$ cat config.mk
export PLATFORM = sky130hd
export DESIGN_NAME = led_blink_sequencer
export DESIGN_NICKNAME = d
export VERILOG_FILES = /design/src/rtl/ledgame_pkg.sv /design/src/rtl/cycle_timer.sv /design/src/rtl/led_blink_sequencer.sv
export SDC_FILE = /design/constraint.sdc
export NUM_CORES = 1
export LEC_CHECK = 0
export CAP_MARGIN = 10
export CORE_UTILIZATION = 54
export CTS_CLUSTER_DIAMETER = 50
export DETAILED_ROUTE_END_ITERATION = 7
export DONT_BUFFER_PORTS = 1
export GPL_ROUTABILITY_DRIVEN = 1
export PLACE_DENSITY = 0.69
export SYNTH_ARGS = -nofsm -noshare
export SYNTH_HDL_FRONTEND = slang
export SYNTH_HIERARCHICAL = 1
export SYNTH_SLANG_ARGS = --single-unit
$ cat constraint.sdc
create_clock -name clk -period 7.9 [get_ports clk]
set_input_delay 0.79 -clock clk [delete_from_list [all_inputs] [get_ports clk]]
set_output_delay 0.79 -clock clk [all_outputs]
set_load 0.1 [all_outputs]
$ cat src/rtl/ledgame_pkg.sv
`default_nettype none
// ============================================================================
//  Module   : ledgame_pkg
//  Brief    : Shared types and constants for the LED blink sequencer.
//  Revision : 1.0 - initial release
// ============================================================================
package ledgame_pkg;

   // Default width of the blink-count request
   localparam int C_COUNT_W_DEFAULT = 4;

   // Sequencer states, explicit 2-bit encoding
   typedef enum logic [1:0] {
      ST_IDLE = 2'd0,
      ST_ON   = 2'd1,
      ST_OFF  = 2'd2,
      ST_FIN  = 2'd3
   } state_t;

   // Smallest width (at least 1) able to hold max_val without wrapping
   function automatic int timer_width(input int max_val);
      int w;
      w = 1;
      while ((w < 31) && ((2 ** w) <= max_val)) begin
         w = w + 1;
      end
      return w;
   endfunction

endpackage
`default_nettype wire

$ cat src/rtl/cycle_timer.sv
`default_nettype none
// ============================================================================
//  Module   : cycle_timer
//  Brief    : Loadable down-counter; expired flag is high while the count is 0.
//             Loading N-1 yields a phase that lasts exactly N cycles.
//  Revision : 1.0 - initial release
// ============================================================================
module cycle_timer #(
   parameter int WIDTH = 8
) (
   input  logic             clk,
   input  logic             rst,
   input  logic             i_load,
   input  logic [WIDTH-1:0] i_load_val,
   output logic             o_expired
);

   logic [WIDTH-1:0] r_count;

   // Load on strobe, otherwise count down and hold at zero
   always_ff @(posedge clk) begin
      if (!rst) begin
         r_count <= '0;
      end else if (i_load) begin
         r_count <= i_load_val;
      end else if (r_count != '0) begin
         r_count <= r_count - WIDTH'(1);
      end
   end

   assign o_expired = (r_count == '0);

endmodule
`default_nettype wire

$ cat src/rtl/led_blink_sequencer.sv
`default_nettype none
// ============================================================================
//  Module   : led_blink_sequencer
//  Brief    : Blinks an LED a requested number of times (ON/OFF phases),
//             then pulses done for one cycle. Abort and reset cancel silently.
//  Revision : 1.0 - initial release
// ============================================================================
module led_blink_sequencer
   import ledgame_pkg::*;
#(
   parameter int ON_CYCLES  = 12_000_000,
   parameter int OFF_CYCLES = 12_000_000,
   parameter int COUNT_W    = C_COUNT_W_DEFAULT
) (
   input  logic               clk,
   input  logic               rst,
   input  logic               start,
   input  logic [COUNT_W-1:0] count,
   input  logic               abort,
   output logic               led,
   output logic               busy,
   output logic               done
);

   localparam int c_max_cycles = (ON_CYCLES > OFF_CYCLES) ? ON_CYCLES : OFF_CYCLES;
   localparam int c_timer_w    = timer_width(c_max_cycles);

   // Phase timer is loaded with length-1 so that it expires in the last cycle
   localparam logic [c_timer_w-1:0] c_on_load  = c_timer_w'(ON_CYCLES - 1);
   localparam logic [c_timer_w-1:0] c_off_load = c_timer_w'(OFF_CYCLES - 1);

   state_t               r_state;
   state_t               w_state_nxt;
   logic [COUNT_W-1:0]   r_remaining;
   logic                 w_load;
   logic [c_timer_w-1:0] w_load_val;
   logic                 w_expired;
   logic                 r_led;
   logic                 r_busy;
   logic                 r_done;
   logic                 w_led_nxt;
   logic                 w_busy_nxt;
   logic                 w_done_nxt;

   cycle_timer #(
      .WIDTH (c_timer_w)
   ) u_cycle_timer (
      .clk        (clk),
      .rst        (rst),
      .i_load     (w_load),
      .i_load_val (w_load_val),
      .o_expired  (w_expired)
   );

   // State register
   always_ff @(posedge clk) begin
      if (!rst) begin
         r_state <= ST_IDLE;
      end else begin
         r_state <= w_state_nxt;
      end
   end

   // Next-state decode; abort overrides everything including start
   always_comb begin
      w_state_nxt = r_state;
      if (abort) begin
         w_state_nxt = ST_IDLE;
      end else begin
         case (r_state)
            ST_IDLE: if (start) w_state_nxt = (count != '0) ? ST_ON : ST_FIN;
            ST_ON:   if (w_expired) w_state_nxt = ST_OFF;
            ST_OFF:  if (w_expired) w_state_nxt = (r_remaining != '0) ? ST_ON : ST_FIN;
            ST_FIN:  w_state_nxt = ST_IDLE;
            default: w_state_nxt = ST_IDLE;
         endcase
      end
   end

   // Reload the phase timer whenever a new ON or OFF phase begins
   always_comb begin
      w_load     = (w_state_nxt != r_state) &&
                   ((w_state_nxt == ST_ON) || (w_state_nxt == ST_OFF));
      w_load_val = (w_state_nxt == ST_ON) ? c_on_load : c_off_load;
   end

   // Remaining-blinks counter: latched on acceptance, decremented leaving ON
   always_ff @(posedge clk) begin
      if (!rst) begin
         r_remaining <= '0;
      end else if (abort) begin
         r_remaining <= '0;
      end else if ((r_state == ST_IDLE) && (w_state_nxt == ST_ON)) begin
         r_remaining <= count;
      end else if ((r_state == ST_ON) && (w_state_nxt == ST_OFF) && (r_remaining != '0)) begin
         r_remaining <= r_remaining - COUNT_W'(1);
      end
   end

   // Output decode from the upcoming state so the registered outputs track it
   always_comb begin
      w_led_nxt  = (w_state_nxt == ST_ON);
      w_busy_nxt = (w_state_nxt == ST_ON) || (w_state_nxt == ST_OFF);
      w_done_nxt = (w_state_nxt == ST_FIN);
   end

   // Output registers
   always_ff @(posedge clk) begin
      if (!rst) begin
         r_led  <= 1'b0;
         r_busy <= 1'b0;
         r_done <= 1'b0;
      end else begin
         r_led  <= w_led_nxt;
         r_busy <= w_busy_nxt;
         r_done <= w_done_nxt;
      end
   end

   assign led  = r_led;
   assign busy = r_busy;
   assign done = r_done;

endmodule
`default_nettype wire

==> run metrics <==
endpoints failing setup 0; Leak 0.8214 nW; slew margin rel. 0.3043; drt via density approximately 5.4; Seq cells post-synth 33; # hold bufs at CTS 0; Post-Route WL slightly below 4000 um; number of global-route vias before repair 1583; dpl cell area ~0.0021 mm2; Post-Syn Area 0.001989 mm2; drt pass-1 iters 4; DRT iter0 DRCs 63; final RePlAce weighted congestion roughly 0.88; CTS tree built; initial antenna violation count 0; Die Wd about 63 um; CP Max Fanout 20; Via Count 1595; Hold Vio Cnt, Final 0; top cells by area, synth dfxtp_1 (33%), nand2_1 (5.3%), xor2_1 (5.3%); CTS max path bufs 2; CTS root buffer clkbuf_8; fin. max-slew vios 0; clk slew on worst S/H paths approximately 0.070 ns; DRC viols 0; Reg-to-Reg End u_cycle_timer/r_count[23]; critical path type register to register; PnR worst setup slack about 3.1 ns; Final Util 0.6252; H-tree depth 2; share of flip-flops with an asynchronous set or reset 0; post-route antenna net violation count 0; register area share after synthesis 0.3321; Hold Path Cell Cnt 2; postcts setup bufs 0; DP Cell Count between 200 and 300; number of I/O pins 11; busiest grt layer met2; synth warn 6; layout cell share with drive strength beyond 1 0.1000; Final HPWL DP around 2700 um; Peak VDD IR 0.0002484 V; TNS Setup 0 ns; worst path arrival time between 4 and 5 ns; Top FF cell, synth dfxtp_1; Max Clock Freq a little over 200 MHz; reg-to-reg startpoint u_cycle_timer/r_count[0]; worst reg2reg path depth 13; HP Start r_remaining[2]; nets@finish approximately 270; GR Overflow Total 0; Final Skew ~0.0046 ns; DIE AREA roughly 0.0039 mm2; Rows 21; WL/cell roughly 13 um; Syn Area/Cell ~8.5 um2; Die Height 62.70 um; outcome finished, final reports clean; largest area contributor in the netlist dfxtp_1; core area approximately 0.0034 mm2; most common cell in the netlist dfxtp_1; Design Area, Final around 0.0022 mm2; worst slack, placed 3.123 ns; pwr/cell area around 370 mW/mm2; share of the synthesized area in the top cell type 0.3321; RSZ-0062 raised after global routing no; post-CTS sizing 0; first-pass GRT wire length between 7000 and 8000 um; Layout Cells excl Fill ~300; hold endpoint r_remaining[2]; clock sinks 33; Hold Slack around 0.53 ns; area grow syn2layout 8.176%; Max-cap violations 0; port buffer count 0; Worst setup EP type register; Post-synth EDFFs 0; worst slew pin tran about 1.0 ns; crit path time final between 4 and 5 ns; GR Util met2 0.3696; global routing usage on met1 0.2777; Total Power around 0.80 mW; period utilization 0.6097; Clk Latency, worst-skew pair 0.28 ns; CTS buffer count 5; Fillers slightly above 300; Hold Crit Class register to register; GRT met3 Usage 0.06934; CP required ~8.1 ns; Worst Setup Start Kind register; Post-synth top cells dfxtp_1 (33), nand2_1 (28), o21ai_0 (16); largest net degree at the start of global routing 21; Initial Util 0.5780; All-Layer GR Usage 0.2258; Reg area 660.6 um2; Yosys cell types 58; R2R Setup Slk 3.08 ns; # diodes 0; Post-Syn Instances 233; area of the multi-input gates roughly 0.0013 mm2
cells in the final DEF (no fill, tap or decap), drive strengths merged, types with 4 or more instances in the layout:
master,netlist,layout
dfxtp,33,33
nand2,28,28
conb,2,24
o21ai,16,16
and2,13,13
xor2,12,12
nor4,11,11
xnor2,9,9
nor2,8,8
o31ai,8,8
nor3,7,7
ha,7,7
clkbuf,9,7
inv,6,6
nand3,5,5
or4,5,5
or3b,5,5
nor2b,4,4
or3,4,4
cell families (layout without fill, tap and decap cells):
kind of cell	count (synthesis)	count (layout)	share of synthesized area
AOI/OAI and AO/OA	47	47	0.1660
xor gates and xnor gates	21	21	0.09245
adders and majority gates	7	7	0.04402
buffers and inverters	18	13	0.04716
DFF	33	33	0.3321
other	2	24	0.003775
and+or+nand+nor	105	105	0.3145
metal layers:
layer  vias to the layer above  part of all wire  routed length (um)
met3                         5             0.040                 155
met2                        26              0.47                1821
met1                       720              0.47                1820
li1                        844                 -                   -
met5                         -                 0                   0
met4                         0             0.013                  51
sequential cells by signal, indices dropped and copies added, names as in the netlist:
register,cells
r_state,2
led,1
busy,1
u_cycle_timer/r_count,24
done,1
r_remaining,4
worst max path at each step:
stage                     slack, ns                startpoint                         to
final                          3.08  u_cycle_timer/r_count[0]  u_cycle_timer/r_count[23]
after global placement         3.23  u_cycle_timer/r_count[0]  u_cycle_timer/r_count[23]
after global routing           2.43  u_cycle_timer/r_count[0]  u_cycle_timer/r_count[18]
after detailed placement       3.12  u_cycle_timer/r_count[0]  u_cycle_timer/r_count[18]
after CTS                      3.07  u_cycle_timer/r_count[0]  u_cycle_timer/r_count[22]
after floorplan                3.82  u_cycle_timer/r_count[0]  u_cycle_timer/r_count[16]
power by group:
group          switching, mW  internal [mW]  total, mW
Combinational          0.211          0.180      0.391
Sequential            0.0640          0.222      0.286
Clock                 0.0577         0.0691      0.127
Total                  0.333          0.472      0.804
critical path: stages (launching register included):
cell       delay (ns)
dfxtp_1          0.35
inv_1            0.10
ha_1             0.14
or4b_2           0.58
nor4_1           0.41
and2_4           0.37
nor2b_1          0.09
a2111oi_2        0.50
inv_1            0.09
ha_1             0.35
o32ai_2          0.91
nor2b_1          0.21
or2b_1           0.42
o21ai_0          0.16
final cells by class:
class / count / share of cell area
inverter: 6 / 0.01047
sequential: 33 / 0.3070
multi-input combinational: 204 / 0.6157
clock buffer: 7 / 0.04012
tap: 46 / 0.02674
Note: power is estimated with default switching activity, not from simulation.
